==> src/rtl/io_event_pkg.sv <==
// io_event_pkg: shared constants for the io_event_regs register bank.
//   REG_*        register indices as seen on rreg/wreg
//   FALL_EN_LSB  bit offset of the fall-enable field inside the MASK register
//   REG_W        register data width
package io_event_pkg;

  localparam int REG_W = 32;

  localparam logic [1:0] REG_STATE = 2'd0;
  localparam logic [1:0] REG_RISE  = 2'd1;
  localparam logic [1:0] REG_FALL  = 2'd2;
  localparam logic [1:0] REG_MASK  = 2'd3;

  localparam int FALL_EN_LSB = 16;

endpackage

==> src/rtl/io_debounce_bit.sv <==
// io_debounce_bit: conditions one raw board input.
// Two-flop synchroniser followed by a counter debounce: the synchronised
// level must differ from the stable level for DEBOUNCE_CYCLES consecutive
// cycles before it is accepted. Any reversion restarts the count.
// Ports:
//   clk         clock
//   reset       asynchronous, active-high reset
//   raw         asynchronous raw input
//   stable      debounced level
//   rise_pulse  high in the cycle whose closing edge takes stable 0->1
//   fall_pulse  high in the cycle whose closing edge takes stable 1->0
module io_debounce_bit #(
  parameter int DEBOUNCE_CYCLES = 4
) (
  input  logic clk,
  input  logic reset,
  input  logic raw,
  output logic stable,
  output logic rise_pulse,
  output logic fall_pulse
);

  localparam int CW = $clog2(DEBOUNCE_CYCLES + 1);
  localparam logic [CW-1:0] CNT_LAST = CW'(DEBOUNCE_CYCLES - 1);

  logic          sync1;
  logic          sync2;
  logic [CW-1:0] cnt;
  logic          accept;

  // The pulses are the "about to change" condition, so the event register in
  // the parent sets on the very edge that stable changes.
  assign accept     = (sync2 != stable) && (cnt == CNT_LAST);
  assign rise_pulse = accept & ~stable;
  assign fall_pulse = accept &  stable;

  // NOTE: sequential state uses <= so every flop samples pre-edge values;
  // with = the synchroniser would collapse into a single stage.
  always_ff @(posedge clk or posedge reset) begin
    if (reset) begin
      sync1  <= 1'b0;
      sync2  <= 1'b0;
      stable <= 1'b0;
      cnt    <= '0;
    end else begin
      sync1 <= raw;
      sync2 <= sync1;
      if (sync2 == stable) begin
        cnt <= '0;
      end else if (cnt == CNT_LAST) begin
        stable <= sync2;
        cnt    <= '0;
      end else begin
        cnt <= cnt + 1'b1;
      end
    end
  end

endmodule

==> src/rtl/io_event_regs.sv <==
// io_event_regs: input-conditioning register bank for switches/buttons.
// Each raw bit is synchronised and debounced; debounced edges set sticky
// RISE/FALL bits, which are maskable into a registered level interrupt.
// Registers (32-bit, zero-extended):
//   0 STATE  debounced levels, read-only
//   1 RISE   sticky rise events, write-1-to-clear
//   2 FALL   sticky fall events, write-1-to-clear
//   3 MASK   rise_en at [WIDTH-1:0], fall_en at [WIDTH+15:16], read/write
// Ports:
//   clk, reset       clock, asynchronous active-high reset
//   i_raw            asynchronous raw inputs
//   i_rreg, o_rdata  read index and combinational read data
//   i_wreg, i_wdata  write index and data, committed on edges with i_wr=1
//   i_rd             read strobe (reads have no side effects)
//   o_state          debounced levels
//   o_irq            registered level interrupt
module io_event_regs
  import io_event_pkg::*;
#(
  parameter int WIDTH           = 8,
  parameter int DEBOUNCE_CYCLES = 4
) (
  input  logic             clk,
  input  logic             reset,
  input  logic [WIDTH-1:0] i_raw,
  input  logic [1:0]       i_rreg,
  input  logic [1:0]       i_wreg,
  input  logic [REG_W-1:0] i_wdata,
  input  logic             i_rd,
  input  logic             i_wr,
  output logic [REG_W-1:0] o_rdata,
  output logic [WIDTH-1:0] o_state,
  output logic             o_irq
);

  logic [WIDTH-1:0] stable;
  logic [WIDTH-1:0] rise_pulse;
  logic [WIDTH-1:0] fall_pulse;
  logic [WIDTH-1:0] rise;
  logic [WIDTH-1:0] fall;
  logic [WIDTH-1:0] rise_en;
  logic [WIDTH-1:0] fall_en;
  logic [WIDTH-1:0] rise_clr;
  logic [WIDTH-1:0] fall_clr;
  logic             wr_mask;

  // Reads are side-effect free and only part of i_wdata is meaningful.
  logic unused_ok;
  assign unused_ok = ^{i_rd, i_wdata};

  for (genvar i = 0; i < WIDTH; i++) begin : g_bit
    io_debounce_bit #(
      .DEBOUNCE_CYCLES(DEBOUNCE_CYCLES)
    ) u_debounce (
      .clk        (clk),
      .reset      (reset),
      .raw        (i_raw[i]),
      .stable     (stable[i]),
      .rise_pulse (rise_pulse[i]),
      .fall_pulse (fall_pulse[i])
    );
  end

  assign o_state  = stable;
  assign rise_clr = (i_wr && i_wreg == REG_RISE) ? i_wdata[WIDTH-1:0] : '0;
  assign fall_clr = (i_wr && i_wreg == REG_FALL) ? i_wdata[WIDTH-1:0] : '0;
  assign wr_mask  = i_wr && (i_wreg == REG_MASK);

  // The set term is OR-ed after the clear, so a new event wins over a
  // simultaneous write-1-to-clear of the same bit.
  always_ff @(posedge clk or posedge reset) begin
    if (reset) begin
      rise    <= '0;
      fall    <= '0;
      rise_en <= '0;
      fall_en <= '0;
      o_irq   <= 1'b0;
    end else begin
      rise  <= (rise & ~rise_clr) | rise_pulse;
      fall  <= (fall & ~fall_clr) | fall_pulse;
      o_irq <= (|(rise & rise_en)) | (|(fall & fall_en));
      if (wr_mask) begin
        rise_en <= i_wdata[WIDTH-1:0];
        fall_en <= i_wdata[FALL_EN_LSB +: WIDTH];
      end
    end
  end

  // NOTE: o_rdata gets its zero default before the case so every path
  // assigns every bit and no latch is inferred.
  always_comb begin
    o_rdata = '0;
    case (i_rreg)
      REG_STATE: o_rdata[WIDTH-1:0] = stable;
      REG_RISE:  o_rdata[WIDTH-1:0] = rise;
      REG_FALL:  o_rdata[WIDTH-1:0] = fall;
      REG_MASK: begin
        o_rdata[WIDTH-1:0]             = rise_en;
        o_rdata[FALL_EN_LSB +: WIDTH]  = fall_en;
      end
      default: ;
    endcase
  end

endmodule
==> config.mk <==
export PLATFORM = sky130hd
export DESIGN_NAME = io_event_regs
export DESIGN_NICKNAME = d
export VERILOG_FILES = /design/src/rtl/io_event_pkg.sv /design/src/rtl/io_debounce_bit.sv /design/src/rtl/io_event_regs.sv
export SDC_FILE = /design/constraint.sdc
export NUM_CORES = 1
export LEC_CHECK = 0
export ABC_AREA = 1
export CORE_MARGIN = 5
export CORE_UTILIZATION = 45
export DETAILED_ROUTE_END_ITERATION = 12
export GPL_ROUTABILITY_DRIVEN = 0
export PLACE_DENSITY_LB_ADDON = 0.12
export SYNTH_ARGS = -nofsm -noshare
export SYNTH_HDL_FRONTEND = slang
export SYNTH_SLANG_ARGS = --single-unit
==> constraint.sdc <==
create_clock -name clk -period 6.67 [get_ports clk]
set_clock_uncertainty 0.2 [all_clocks]
set_input_delay 2.001 -clock clk [delete_from_list [all_inputs] [get_ports clk]]
set_output_delay 2.001 -clock clk [all_outputs]
set_load 0.01 [all_outputs]
# Yosys cells after proc, flatten, opt, wreduce, memory -nomap -nowiden
# Cells that the tools add are included.
[classes] add_sub_neg=8 n_lt_le_gt_ge=0 reduce_logical=22 n_eq_ne=30 div_mod_pow=0 muxes=20 mul=0 bitwise=41 n_shift=0
[ops] op="2-to-1 mux 3 bit" count=16
[ops] op="AND 8 bit" count=4
[ops] op="case mux 8 bit (4 select lines)" count=1
[ops] op="adder 3 x 1 -> 3 bit, second input constant" count=8
[ops] op="equality test 3 x 2 -> 1 bit, second input constant" count=8
[ops] op="2-to-1 mux 8 bit" count=3
[ops] op="AND 1 bit" count=16
[ops] op="inverter 1 bit" count=16
[ops] op="inverter 8 bit" count=2
[ops] op="OR 8 bit" count=2
[ops] op="AND reduction 2 bit" count=8
[ops] op="OR reduction 8 bit" count=2
[ops] op="logical AND 1 bit" count=11
[ops] op="equality test 1 bit" count=8
[ops] op="equality test 2 bit, second input constant" count=4
[ops] op="inequality test 1 bit" count=8
[ops] op="equality test 2 x 1 -> 1 bit, second input constant" count=2
[ops] op="logical NOT 2 bit" count=1
[ops] op="OR 1 bit" count=1
[totals] output_inout_bits=41 register_bits=81 word_cells=158 mem_bits_ro=0 latchBits=0 input_bits=48 mem_bits_rw=0 mem_count=0

# Longest topological paths before layout
# Gate-level depths: netlist of the first run.
[logic_depth] ltp_word=6 mapped_depth=6 depth_no_buf=6

# Hierarchy
# From an unflattened synthesis of the first run, not the netlist that was laid out.
[hier_totals] cells_unflattened=469 hier_area_um2=3744.8
[by_module_without_submodules] mod="io_debounce_bit" n_inst=8 area_each_um2=247.7 seq_area_each_um2=150.1 cells_each=28
[by_module_without_submodules] mod="io_event_regs" n_inst=1 area_each_um2=1762.9 seq_area_each_um2=825.8 cells_each=245

# Worst setup path before layout of the first run
# No wires, ideal clock.
[synth_path] path_type="input to output" startpoint="input port i_rreg[1]" endpoint="output port o_rdata[0]" t_required_ns=4.469 setup_slack_ns=1.963 n_path_buf=0 arrival_time_ns=2.506 path_stages=3 cell_sequence="nor2_1 > nand2_1 > nand4_1"
[synth_via] elab_chain_len=2 word_cells_on_any_way=5 classes_between="3 x eq/ne; 1 x mux; 1 x reduce/logical"
[synth_lines] item="start: declaration" line="io_event_regs.sv:26" text="input logic [1:0] i_rreg,"
[synth_lines] item="equality test 2 bit (tied with other cells)" line="io_event_regs.sv:93" text="case (i_rreg)"
[synth_lines] item="case mux 8 bit (4 select lines) *" line="io_event_regs.sv:93"
[synth_lines] item="end: declaration" line="io_event_regs.sv:31" text="output logic [REG_W-1:0] o_rdata,"
# Every way passes the cells marked *; elsewhere a longest branch is shown, timed or not.

# Worst setup path in the final report of the first run
[layout_path] startpoint="input port i_rreg[1]" endpoint="output port o_rdata[4]"
# The elaborated chain is that of the path after synthesis.

==> flow_metrics.env, run 1 <==
export IMPL_status="finished clean"
export IMPL_cts_setup_buffers=0
export IMPL_holdWs_ps=153
export IMPL_clock_fmax_mhz=167
export IMPL_max_clock_path_buffers=2
export IMPL_fin_nets=519
export IMPL_setup_viol=0
export IMPL_drcViolationCount=0
export IMPL_end_kind="primary output"
export IMPL_grt_pass1_vias=2605
export IMPL_htree_levels=3
export IMPL_drv_slew=0
export IMPL_synth_ff_type="dfrtp_1"
export IMPL_synth_area_top_cells="dfrtp_1, nand2_1, o21ai_0"
export IMPL_multiInputGateArea_um2=1160
export IMPL_powerDensity_nw_per_um2=340
export IMPL_hpwl_mm=5.25
export IMPL_root_buffer="clkbuf_8"
export IMPL_worstSetupPathType="in2out"
export IMPL_fp_dieArea_um2=9800
export IMPL_grt_overflow=0
export IMPL_die_h_um=99.0
export IMPL_hold_path_class="reg2reg"
export IMPL_io_buffers=55
export IMPL_cts_sink_count=81
export IMPL_cts_resized_gates=0
export IMPL_holdBufCountCts=0
export IMPL_maxSlewHeadroom_pct=60.1
export IMPL_postRouteAntennaNets=0
export IMPL_yosys_warnings=0
export IMPL_rows=32
export IMPL_diodes=0
export IMPL_start_util_pct=46.1
export IMPL_path_clk_slew_ps=80
export IMPL_period_share_pct=89.7
export IMPL_avgViaCountPerCell=4.68
export IMPL_async_flop_share_pct=100
export IMPL_synth_distinct_cells=20
export IMPL_areaGrowthSynthToFinish_pct=20.7
export IMPL_synthTopCellsByCount="nand2_1, dfrtp_1, inv_1"
export IMPL_drive_gt1_share_pct=5.13
export IMPL_max_vdd_ir_drop_mv=0.210
export IMPL_dieWidth_um=99.0
export IMPL_io_pins=89
export IMPL_hold_violations=0
export IMPL_grt_max_degree=50
export IMPL_synthCells=407
export IMPL_p_leak_nw=2.16
export IMPL_rsz0062_at_grt="false"
export IMPL_fin_setup_tns_ps=0
export IMPL_synth_seq_cells=81
export IMPL_cts_buffers=9
export IMPL_grt_pass1_wl_mm=12.2
export IMPL_maxCapViolCount=0
export IMPL_worst_slew_pin_slew_ps=598
export IMPL_arrival_ps=3780
export IMPL_dp_cells=554
export IMPL_tritoncts="yes"
export IMPL_fillers=704
export IMPL_track_usage_pct=15.8
export IMPL_dr_total_vias=2670
export IMPL_utilization_pct=55.6
export IMPL_drtPass1Iterations=4
export IMPL_synth_top_area_cell="dfrtp_1"
export IMPL_start_kind="input pin"
export IMPL_seq_area_um2=2030
export IMPL_synth_top_area_share_pct=56.9
export IMPL_ys_seq_area_share_pct=56.9
export IMPL_antenna_found_initial=0
export IMPL_required_ps=4470
export IMPL_insertion_delay_ps=350
export IMPL_syn_avg_cell_area_um2=8.75
export IMPL_finalWirelength_mm=7.34
export IMPL_yosysMostFrequentCell="nand2_1"
export IMPL_finalNonFillerCells=570
export IMPL_drtIter0Drc=122
export IMPL_route_detailed_wl_per_inst_um=12.9
export IMPL_synth_edff_count=0
export IMPL_critPathMaxFanout=8
export IMPL_period_minus_slack_ps=5980
export IMPL_syn_area_um2=3560
export IMPL_core_area_um2=7730
-- kinds of logic (layout without fill, tap and decap cells) --
kind of cell               count (synthesis)  in the layout  share of synthesized area [%]
AOI/OAI and AO/OA                         56             56                           7.87
xor gates and xnor gates                   1              1                          0.246
adders and majority gates                  8              8                           2.81
buffers and inverters                     89            135                           12.0
DFF                                       81             81                           56.9
other                                      1             16                          0.105
and+or+nand+nor                          171            171                           20.1
-- final cells by class --
cell class | instances | share of cell area (%)
Inverter | 62 | 5.44
Timing Repair Buffer | 57 | 13.2
Sequential cell | 81 | 47.2
Clock inverter | 6 | 0.990
Tap cell | 102 | 2.97
Clock buffer | 10 | 3.20
Multi-Input combinational cell | 252 | 27.1
-- layout by cell type, fill, tap and decap left out, drive strengths merged, types with 5 or more instances in the layout --
cell | Yosys | routed
inv | 62 | 62
a21oi | 8 | 8
clkdlybuf4s50 | 0 | 55
dfrtp | 81 | 81
ha | 8 | 8
nor3 | 15 | 15
o21ai | 48 | 48
clkbuf | 0 | 10
nor2 | 31 | 31
nand4 | 9 | 9
and2 | 5 | 5
conb | 1 | 16
nand2 | 107 | 107
-- through the flow --
stage | cell area (um2) | total power, mW | setup WS (ps)
CTS | 4300 | 1.48 | 699
detailed placement | 4120 | 1.15 | 720
finish | 4300 | 1.46 | 686
global route | 4300 | 1.58 | 532
global placement | 4120 | 1.13 | 706
floorplan | 3620 | 0.992 | 1960
-- sequential cells by signal, summed over array words and instances, names as in the netlist --
name                     count
g_bit.u_debounce.cnt        24
fall                         8
fall_en                      8
g_bit.u_debounce.stable      8
g_bit.u_debounce.sync1       8
g_bit.u_debounce.sync2       8
rise                         8
rise_en                      8
o_irq                        1
-- worst paths after layout --
kind	start	endpoint	cells after the start	slack, ps
setup reg to reg	g_bit[3].u_debounce.cnt[0]$_DFF_PP0_	g_bit[3].u_debounce.cnt[0]$_DFF_PP0_	4	5370
hold reg to reg	g_bit[0].u_debounce.sync1$_DFF_PP0_	g_bit[0].u_debounce.sync2$_DFF_PP0_	0	150
min in group asynchronous	reset	g_bit[7].u_debounce.sync2$_DFF_PP0_	2	1790
max in group asynchronous	reset	g_bit[6].u_debounce.stable$_DFFE_PP0P_	3	3480
hold / removal	g_bit[0].u_debounce.sync1$_DFF_PP0_	g_bit[0].u_debounce.sync2$_DFF_PP0_	0	150
setup / recovery	i_rreg[1]	o_rdata[4]	6	690
-- worst max-delay path, stage by stage --
cell and delay, ps:
clkdlybuf4s50_1 550, inv_1 70, nor2_2 370, nand2_1 90, nand4_1 130, clkdlybuf4s50_1 560
-- report_power, final --
group | internal [mW] | leakage, nW | switching [mW]
registers | 0.616 | 1.01 | 0.0968
logic | 0.203 | 1.05 | 0.220
clock network | 0.146 | 0.0887 | 0.181
total | 0.965 | 2.16 | 0.498
-- layer usage --
layer / part of all wire (%) / vias to the layer above / global-route usage [%]
li1: - / 1340 / -
met1: 47 / 1240 / 21.2
met5: 0 / - / 0
met3: 6.7 / 14 / 5.45
met4: 1.9 / 0 / 5.67
met2: 44 / 76 / 23.9
No activity file was read; power rests on OpenSTA's default activity.
==> run 2: changes to the inputs <==
- CORE_MARGIN: 5 -> 4
- GPL_TIMING_DRIVEN: default -> 0
==> flow_metrics.env, run 2 (synthesis results as in run 1) <==
export IMPL_status="finished clean"
export IMPL_cts_setup_buffers=0
export IMPL_finalWirelength_mm=7.33
export IMPL_end_kind="primary output"
export IMPL_htree_levels=3
export IMPL_drv_slew=0
export IMPL_core_area_um2=7730
export IMPL_rsz0062_at_grt="false"
export IMPL_cts_buffers=9
export IMPL_grt_max_degree=53
export IMPL_largest_reg_flops=24
export IMPL_io_pins=89
export IMPL_period_share_pct=92.0
export IMPL_dieWidth_um=97.0
export IMPL_drtIter0Drc=74
export IMPL_drive_gt1_share_pct=9.72
export IMPL_track_usage_pct=17.1
export IMPL_path_clk_slew_ps=80
export IMPL_max_vdd_ir_drop_mv=0.155
export IMPL_period_minus_slack_ps=6140
export IMPL_fp_dieArea_um2=9400
export IMPL_dr_total_vias=2711
export IMPL_clock_fmax_mhz=163
export IMPL_utilization_pct=58.7
export IMPL_holdWs_ps=151
export IMPL_drtPass1Iterations=5
export IMPL_drcViolationCount=0
export IMPL_p_leak_nw=2.31
export IMPL_dp_cells=580
export IMPL_slowest_delay_ps=630
export IMPL_cts_sink_count=81
export IMPL_rows=32
export IMPL_arrival_ps=3930
export IMPL_timing_rr_start="g_bit[0].u_debounce.cnt[0]$_DFF_PP0_"
export IMPL_required_ps=4470
export IMPL_grt_pass1_vias=2760
export IMPL_tritoncts="yes"
export IMPL_io_buffers=55
export IMPL_grt_overflow=0
export IMPL_setup_viol=0
export IMPL_maxSlewHeadroom_pct=49.5
export IMPL_crit_start="i_rreg[1]"
export IMPL_critPathTopFamily="buffers and inverters"
export IMPL_r2r_cells=4
export IMPL_holdBufCountCts=0
export IMPL_insertion_delay_ps=340
export IMPL_path_buf_inv=2
export IMPL_diodes=0
export IMPL_route_detailed_wl_per_inst_um=12.3
export IMPL_regMostFlops="g_bit.u_debounce.cnt"
export IMPL_crit_top_cell="clkdlybuf4s50_1"
export IMPL_fin_nets=545
export IMPL_r2r_end="g_bit[0].u_debounce.cnt[0]$_DFF_PP0_"
export IMPL_seq_area_um2=2030
export IMPL_final_common_cell="nand2_1"
export IMPL_slowest_stage="nor2_1"
export IMPL_fin_setup_tns_ps=0
export IMPL_r2r_setup_slack_ps=5370
export IMPL_critical_path_cell_chain="clkdlybuf4s50_1 > nor2_1 > nand2_1 > nand4_1 > clkdlybuf4s50_1"
export IMPL_worst_slew_pin_slew_ps=754
export IMPL_start_kind="input pin"
export IMPL_final_cell_mix="nand2_1, dfrtp_1, inv_1"
export IMPL_start_util_pct=46.1
export IMPL_max_clock_path_buffers=2
export IMPL_cts_resized_gates=0
export IMPL_antenna_found_initial=0
export IMPL_hpwl_mm=5.43
export IMPL_fillers=699
export IMPL_min_from="g_bit[7].u_debounce.sync1$_DFF_PP0_"
export IMPL_whs_path_depth=0
export IMPL_powerDensity_nw_per_um2=342
export IMPL_areaGrowthSynthToFinish_pct=27.4
export IMPL_hold_path_class="reg2reg"
export IMPL_maxCapViolCount=0
export IMPL_multiInputGateArea_um2=1160
export IMPL_root_buffer="clkbuf_8"
export IMPL_avgViaCountPerCell=4.55
export IMPL_holdPathEnd="g_bit[7].u_debounce.sync2$_DFF_PP0_"
export IMPL_p_total_mw=1.55
export IMPL_worstSetupPathType="in2out"
export IMPL_postRouteAntennaNets=0
export IMPL_grt_pass1_wl_mm=12.8
export IMPL_finalNonFillerCells=596
export IMPL_die_h_um=97.0
export IMPL_critPathMaxFanout=8
export IMPL_hold_violations=0
-- run 2: cell types whose count changed in the layout (fill, tap and decap cells not counted), moves of 2 or more --
cell       before  now
buf_4           2   24
buf_2           0    3
bufinv_16       0    2
clkbuf_1        0    2
clkinv_2        3    1
-- run 2: layer usage --
layer | GRT usage (%) | vias to the layer above | wire length [um]
li1 | - | 1394 | -
met1 | 22.5 | 1237 | 3330
met2 | 27.1 | 71 | 3400
met3 | 4.90 | 9 | 502
met4 | 5.83 | 0 | 99
met5 | 0 | - | 0
-- run 2: final cells by class --
cell class                      count  share of cell area [%]
Buffer                             27                    4.30
Clock buffer                       11                    2.89
Clock inverter                      5                    1.76
Inverter                           62                    5.18
Multi-Input combinational cell    252                    25.6
Sequential cell                    81                    44.7
Tap cell                          102                    2.81
Timing Repair Buffer               56                    12.7
-- run 2: worst max-delay path by stage --
stage	to	slack, ps	cells past startpoint
4_1_cts	o_rdata[4]	520	5
5_1_grt	o_rdata[4]	370	5
6_report	o_rdata[4]	530	5
2_1_floorplan	o_rdata[0]	1960	3
3_5_place_dp	o_rdata[4]	550	5
3_3_place_gp	o_rdata[3]	540	5
-- run 2: power breakdown --
| part | internal (mW) | switching, mW |
|---|---|---|
| clock network | 0.210 | 0.169 |
| logic | 0.235 | 0.226 |
| registers | 0.616 | 0.0938 |
-- run 2: stage by stage --
step	setup WS, ps	cell area, um2
after floorplan	1960	3620
after global placement	538	4300
after detailed placement	549	4330
after CTS	523	4540
after global routing	365	4540
final	535	4540
==> run 3: changes to the inputs <==
- SETUP_SLACK_MARGIN: default -> 0.15
- SYNTH_HIERARCHICAL: default -> 1
==> flow_metrics.env, run 3 <==
export IMPL_synth_area_mux_share_pct=0
export IMPL_pre_cts_slack_ps=546
export IMPL_maxCapViolCount=0
export IMPL_syn_area_um2=3740
export IMPL_min_from="g_bit[2].u_debounce/sync1$_DFF_PP0_"
export IMPL_drcViolationCount=0
export IMPL_cts_sink_count=81
export IMPL_multiInputGateArea_um2=1270
export IMPL_drive_gt1_share_pct=9.73
export IMPL_combPwrFrac_pct=29.6
export IMPL_seq_area_um2=2030
export IMPL_regMostFlops="g_bit.u_debounce/cnt"
export IMPL_fin_setup_tns_ps=0
export IMPL_tritoncts="yes"
export IMPL_p_seq_share_pct=45.9
export IMPL_hold_path_class="reg2reg"
export IMPL_finalWirelength_mm=7.80
export IMPL_grt_use_met1_pct=21.4
export IMPL_synth_top_area_share_pct=54.1
export IMPL_async_flop_share_pct=100
export IMPL_period_share_pct=91.9
export IMPL_route_detailed_wl_per_inst_um=11.8
export IMPL_yosys_warnings=6
export IMPL_utilization_pct=57.7
export IMPL_fp_dieArea_um2=9850
export IMPL_grt_pass1_wl_mm=12.9
export IMPL_insertion_delay_ps=340
export IMPL_synth_seq_cells=81
export IMPL_timing_rr_start="g_bit[2].u_debounce/cnt[0]$_DFF_PP0_"
export IMPL_drtPass1Iterations=5
export IMPL_whs_path_depth=0
export IMPL_rows=33
export IMPL_holdBufCountCts=0
export IMPL_status="finished clean"
export IMPL_maxSlewHeadroom_pct=51.2
export IMPL_track_usage_pct=16.7
export IMPL_diodes=0
export IMPL_io_pins=89
export IMPL_clock_fmax_mhz=163
export IMPL_synth_top_family_by_area="simple AND/OR/NAND/NOR gates"
export IMPL_period_minus_slack_ps=6130
export IMPL_holdPathEnd="g_bit[2].u_debounce/sync2$_DFF_PP0_"
export IMPL_setup_viol=0
export IMPL_grt_pass1_vias=2850
export IMPL_cts_buffers=9
export IMPL_worstSetupPathType="in2out"
export IMPL_synth_simple_area_share_pct=25.3
export IMPL_synth_area_top_cells="dfrtp_1, nand2_1, inv_1"
export IMPL_io_buffers=55
export IMPL_fin_nets=607
export IMPL_finalNonFillerCells=660
export IMPL_synth_xor_area_share_pct=0
export IMPL_grt_max_degree=34
export IMPL_r2r_setup_slack_ps=5430
export IMPL_largest_reg_flops=24
export IMPL_areaGrowthSynthToFinish_pct=26.1
export IMPL_fillers=769
export IMPL_switching_share_pct=32.6
export IMPL_synthAdderAreaFrac_pct=2.67
export IMPL_syn_avg_cell_area_um2=7.98
export IMPL_critPathMaxFanout=8
export IMPL_synthTopCellsByCount="nand2_1, inv_1, dfrtp_1"
export IMPL_hpwl_mm=5.81
export IMPL_rsz0062_at_grt="false"
export IMPL_final_cell_mix="nand2_1, inv_1, dfrtp_1"
export IMPL_htree_levels=3
export IMPL_max_clock_path_buffers=2
export IMPL_start_kind="input pin"
export IMPL_power_internal_mw=1.05
export IMPL_arrival_ps=3930
export IMPL_gr_usage_met3_pct=2.88
export IMPL_synthCells=469
export IMPL_worst_slew_pin_slew_ps=730
export IMPL_p_leak_nw=2.46
export IMPL_cts_setup_buffers=0
export IMPL_ys_seq_area_share_pct=54.1
export IMPL_r2r_cells=5
export IMPL_dr_total_vias=2979
export IMPL_required_ps=4470
export IMPL_die_h_um=99.2
export IMPL_synth_compound_area_share_pct=4.28
export IMPL_root_buffer="clkbuf_8"
export IMPL_r2r_end="rise[2]$_DFF_PP0_"
export IMPL_drtIter0Drc=133
export IMPL_dp_cells=644
export IMPL_max_vdd_ir_drop_mv=0.190
export IMPL_grt_overflow=0
export IMPL_setup_ws_ps=540
export IMPL_clockPowerShare_pct=24.5
export IMPL_hold_violations=0
export IMPL_end_kind="primary output"
export IMPL_core_area_um2=8180
export IMPL_avgViaCountPerCell=4.51
export IMPL_postRouteAntennaNets=0
export IMPL_power_switching_mw=0.509
export IMPL_yosysMostFrequentCell="nand2_1"
export IMPL_antenna_found_initial=0
export IMPL_use_met2_pct=28.2
export IMPL_synth_distinct_cells=17
export IMPL_final_common_cell="nand2_1"
export IMPL_powerDensity_nw_per_um2=331
export IMPL_dieWidth_um=99.2
export IMPL_grt_busiest_layer="met2"
export IMPL_cts_resized_gates=0
export IMPL_synth_edff_count=0
export IMPL_path_clk_slew_ps=80
export IMPL_synth_top_area_cell="dfrtp_1"
export IMPL_drv_slew=0
export IMPL_synth_ff_type="dfrtp_1"
export IMPL_start_util_pct=45.8
==> run 3: changes by cell type in the layout (fill, tap and decap cells not counted), moves of 15 or more <==
cell,delta
inv_1,+29
o21ai_0,-24
nand2_1,+33
nor2_1,+15
==> run 3: power by group through the flow <==
stage	Clock, mW	Combinational [mW]	Sequential (mW)
3_3_place_gp	0	0.451	0.720
6_report	0.382	0.462	0.716
5_1_grt	0.413	0.537	0.734
3_5_place_dp	0	0.465	0.726
4_1_cts	0.393	0.467	0.716
2_1_floorplan	0	0.290	0.709
==> run 3: worst max-delay path by stage <==
stage / startpoint / to / slack, ps / cells past startpoint
global route: i_rreg[1] / o_rdata[5] / 400 / 5
detailed placement: i_rreg[1] / o_rdata[5] / 550 / 5
finish: i_rreg[1] / o_rdata[5] / 540 / 5
CTS: i_rreg[1] / o_rdata[5] / 530 / 5
global placement: i_rreg[1] / o_rdata[5] / 570 / 5
floorplan: i_rreg[1] / o_rdata[0] / 1960 / 3
==> run 3: per-stage QoR <==
stage	hold slack, ps	power, mW	area (um2)
after floorplan	131	0.999	3800
after global placement	132	1.17	4480
after detailed placement	135	1.19	4480
after CTS	152	1.58	4690
after global routing	163	1.68	4720
final	150	1.56	4720
==> run 3: cell type report <==
class	count	share of cell area (%)
Sequential cell	81	42.9
Multi-Input combinational cell	285	26.8
Timing Repair Buffer	56	12.2
Inverter	99	7.87
Clock buffer	12	3.07
Buffer	19	2.86
Tap cell	105	2.78
Clock inverter	3	1.38
==> run 3: routing by layer <==
layer  wire length (um)  up-vias
li1                   -     1539
met1               3460     1353
met2               3690       80
met3                534        7
met4                119        0
met5                  0        -
==> run 3: kinds of logic after synthesis <==
logic type,Yosys count
other,1
and+or+nand+nor,229
adders and majority gates,8
AOI/OAI and AO/OA,32
buffers and inverters,118
DFF,81
==> run 3: critical path: stages <==
cell             delay [ps]
clkdlybuf4s50_1         490
nor2_1                  610
nand2_1                 110
nand4_1                 160
clkdlybuf4s50_1         560
